[config.mk]
export PLATFORM = sky130hd
export DESIGN_NAME = adam_stream_ser
export DESIGN_NICKNAME = d
export VERILOG_FILES = /design/src/rtl/adam_stream_ser.sv
export SDC_FILE = /design/constraint.sdc
export NUM_CORES = 1
export LEC_CHECK = 0
export BUFFER_PORTS_ARGS = -buffer_cell sky130_fd_sc_hd__buf_2
export CAP_MARGIN = 20
export CORE_MARGIN = 8
export CORE_UTILIZATION = 45
export CTS_CLUSTER_SIZE = 12
export DETAILED_ROUTE_END_ITERATION = 8
export GPL_ROUTABILITY_DRIVEN = 0
export PLACE_DENSITY_LB_ADDON = 0.25
export SYNTH_ARGS = -nofsm -noshare
export SYNTH_HDL_FRONTEND = slang
export SYNTH_SLANG_ARGS = --single-unit
[constraint.sdc]
create_clock -name clk -period 2.75 [get_ports clk]
set_clock_uncertainty 0.15 [all_clocks]
set_input_delay 0.275 -clock clk [delete_from_list [all_inputs] [get_ports clk]]
set_output_delay 0.275 -clock clk [all_outputs]
set_load 0.05 [all_outputs]
[src/rtl/adam_stream_ser.sv]
// adam_stream_ser: wide-to-narrow stream serializer, RATIO beats per word.
// Define ADAM_STREAM_SER_LAST_EN to add the mst_last end-of-word flag.
module adam_stream_ser #(
  parameter int DATA_WIDTH = 32,
  parameter int RATIO      = 4,
  parameter int MSB_FIRST  = 0,
  localparam int BEAT_W    = DATA_WIDTH / RATIO,
  localparam int CNT_W     = (RATIO > 1) ? $clog2(RATIO) : 1
) (
  input  logic                  clk,
  input  logic                  rst_n,
  input  logic [DATA_WIDTH-1:0] slv_data,
  input  logic                  slv_valid,
  output logic                  slv_ready,
`ifdef ADAM_STREAM_SER_LAST_EN
  output logic                  mst_last,
`endif
  output logic [BEAT_W-1:0]     mst_data,
  output logic                  mst_valid,
  input  logic                  mst_ready
);

  typedef enum logic {IDLE, SEND} state_t;

  localparam logic [CNT_W-1:0] CNT_MAX = CNT_W'(RATIO - 1);

  state_t                state;
  logic [CNT_W-1:0]      cnt;
  logic [CNT_W-1:0]      sel;
  logic [DATA_WIDTH-1:0] word_q;
  logic                  busy;
  logic                  last;
  logic                  accept;

  assign busy      = (state == SEND);
  assign last      = (cnt == CNT_MAX);
  // Final-beat handshake frees the buffer in the same cycle: zero bubble.
  assign slv_ready = rst_n && (!busy || (mst_ready && last));
  assign accept    = slv_valid && slv_ready;
  assign mst_valid = busy;

  always_comb begin
    sel = cnt;
    if (MSB_FIRST != 0) sel = CNT_MAX - cnt;
  end

  assign mst_data = BEAT_W'(word_q >> (int'(sel) * BEAT_W));

`ifdef ADAM_STREAM_SER_LAST_EN
  assign mst_last = busy && last;
`endif

  always_ff @(posedge clk or negedge rst_n) begin
    if (!rst_n) begin
      state  <= IDLE;
      cnt    <= '0;
      word_q <= '0;
    end else if (accept) begin
      state  <= SEND;
      cnt    <= '0;
      word_q <= slv_data;
    end else if (busy && mst_ready) begin
      if (last) begin
        state <= IDLE;
        cnt   <= '0;
      end else begin
        cnt <= cnt + CNT_W'(1);
      end
    end
  end

endmodule
==> impl_metrics.csv <==
group,metric,value,unit
sta,max-slew-margin-rel,0.7056,
logic_synthesis,syn_avg_cell_area,16.43,um2
die,design.core.area,0.003311,mm2
logic_synthesis,synth_warnings,0,
hold_path,hp-class,"primary input to flop",
die,fp.dieH,74.58,um
cts,cts_sinks,35,
sta,finalSetupViolCount,0,
sta,period_minus_slack,2.235,ns
sta,rsz0062_at_grt,"no",
logic_synthesis,synth_area,0.001544,mm2
sta,hold_violations,0,
setup_path,crit_fanout,7,
setup_path,criticalPathCategory,"flop to output pin",
die,design.die.area,0.005561,mm2
logic_synthesis,synth-seq-cells,35,
final_layout,final_layout_size_suffix_gt1_frac,0.6486,
logic_synthesis,yosysUniqueCellTypes,15,
cts,clk_latency,0.33,ns
setup_path,start_kind,"flop",
cts,cts_htree_levels,2,
sta,max_freq,447.5,MHz
drt,dr.pass1.iters,4,
drt,drt-initial-drc-count,15,
setup_path,required,2.33,ns
setup_path,slowest_delay,0.51,ns
sta,finalWorstSetupSlack,0.5155,ns
sta,period_share,0.8126,
cts,post-cts-setup-buffer-count,0,
global_routing,overflow,0,
sta,fin_setup_tns,0,ns
sta,worstMarginPinSlew,0.4416,ns
global_routing,grt_pass1_wl,5057,um
power_and_ir_drop,p_per_area,1277,mW/mm2
sta,holdWs,0.01252,ns
cts,path_clk_slew,0.10,ns
global_routing,grt_usage,0.1234,
die,die-width,74.58,um
global_routing,grt_max_degree,37,
power_and_ir_drop,power.leakage,0.8804,nW
place,dp_hpwl,2316,um
logic_synthesis,syn_nets,131,
cts,cts_root_buf,"clkbuf_4",
final_layout,nets,184,
logic_synthesis,synthCells,94,
global_routing,antenna_found_initial,0,
power_and_ir_drop,vdd_drop_max,0.5841,mV
final_layout,seqCellArea,875.8,um2
logic_synthesis,synthDominantCellAreaShare,0.5673,
place,pre_cts_slack,0.7659,ns
cts,cts_tree,"built",
setup_path,cp.arrival,1.81,ns
logic_synthesis,yosysSeqAreaShare,0.5673,
global_routing,grt_pass1_vias,1115,
sta,report.final.slew_viol_count,0,
drt,via_per_inst,5.052,
die,io_pins,46,
status,status,"finished clean",
job,maxCapViolCount,0,
logic_synthesis,synth_top_cell_by_area,"dfrtp_1",
setup_path,end_kind,"output pin",
logic_synthesis,synth_area_leaders,"dfrtp_1 (57%), mux2_2 (22%), mux4_2 (12%), buf_6 (2.2%), mux2_1 (1.5%)",
final_layout,area_growth_syn_to_layout,23.01,%
place,numPortBuffers,45,
setup_path,path_cells,"buf_4 -> mux4_2 -> buf_2",
drt,drc_errors,0,
final_layout,diodes,0,
cts,cts_made_buffers,5,
drt,vias,980,
die,rows,21,
cts,clock_path_buffers,2,
drt,drt_wl_total,3088,um
die,initial_core_util,0.4664,
final_layout,n_fill_cell,300,
drt,antenna_left,0,
final_layout,multiInputGateArea,625.6,um2
drt,wl_per_cell,15.92,um
setup_path,cp_slowest_cell,"mux4_2",
-- per-stage QoR --
stage               power, W  area [um2]  utilization  std cells
detailed placement  0.002189        1827       0.5518        184
floorplan           0.001906        1544            -         94
global placement    0.002145        1827       0.5518        184
global route        0.002580        1899       0.5737        194
CTS                 0.002457        1899       0.5737        194
finish              0.002425        1899       0.5737        194
-- layout by cell type (no fill, tap or decap) --
cell type,synthesis,routed
mux2_1,2,2
nand2_1,6,6
nand3_1,1,1
buf_4,0,3
mux2i_1,1,1
ha_1,1,1
clkbuf_4,0,5
and2_1,1,1
buf_12,0,1
a21oi_1,1,1
buf_2,1,45
dlygate4sd3_1,0,2
nor2_1,2,2
a21oi_4,1,1
dfrtp_1,35,35
clkinv_2,0,3
mux2_2,30,30
mux4_2,8,8
-- final timing paths --
kind / start / depth (start not counted) / to / slack [ns]
hold reg to reg: word_q[7] / 1 / word_q[7] / 0.35
hold / removal: slv_data[7] / 2 / word_q[7] / 0.01
min in group asynchronous: rst_n / 3 / word_q[13] / 0.38
max in group asynchronous: rst_n / 3 / word_q[31] / 1.76
setup / recovery: cnt[0] / 3 / mst_data[0] / 0.52
setup reg to reg: cnt[0] / 5 / word_q[31] / 0.76
-- cell usage after synthesis, drive strengths merged --
master	number
dfrtp	35
mux2	32
mux4	8
nand2	6
buf	4
a21oi	2
nor2	2
and2	1
clkbuf	1
ha	1
mux2i	1
nand3	1
-- where the power goes --
group	switching, W	total [W]	internal, W	leakage, nW
Clock	0.000167	0.000262	0.0000950	0.0347
Combinational	0.000718	0.00124	0.000527	0.426
Sequential	0.000148	0.000919	0.000771	0.419
-- per-layer routing --
metal  share of wire  routed length [um]  up-vias  track usage
li1                -                   -      448            -
met1            0.42                1289      487       0.1350
met2            0.48                1472       38       0.2014
met3           0.087                 269        7      0.04852
met4           0.018                  56        0      0.06522
met5               0                   0        -            0
-- worst max-delay path, delay by kind of cell (launching register included) --
kind | cells | cell delay (ns)
flip-flops | 1 | 0.49
buffers and inverters | 2 | 0.47
multiplexers | 1 | 0.51
-- flip-flops by register name (all words and copies together), names as in the netlist --
name,flops
cnt,2
mst_valid,1
word_q,32
-- final cells by class --
class                           instances  share of cell area
Clock buffer                            5             0.01976
Timing Repair Buffer                   51              0.1515
Clock inverter                          3            0.007905
Multi-Input combinational cell         54              0.3294
Sequential cell                        35              0.4611
Tap cell                               46             0.03030
-- cell families (layout without fill, tap and decap cells) --
logic type,count (synthesis),after routing,share of synthesized area
buffers and inverters,5,59,0.02755
muxes,41,41,0.3566
DFF,35,35,0.5673
AOI/OAI and AO/OA,2,2,0.01378
adders and majority gates,1,1,0.008102
and+or+nand+nor,10,10,0.02674
-- timing repair --
action / in CTS / in global routing
hold buffers: 2 / 0
hold endpoints to repair: 36 / 0
gates resized for setup: 0 / 0
(Power assumes the default switching activity.)
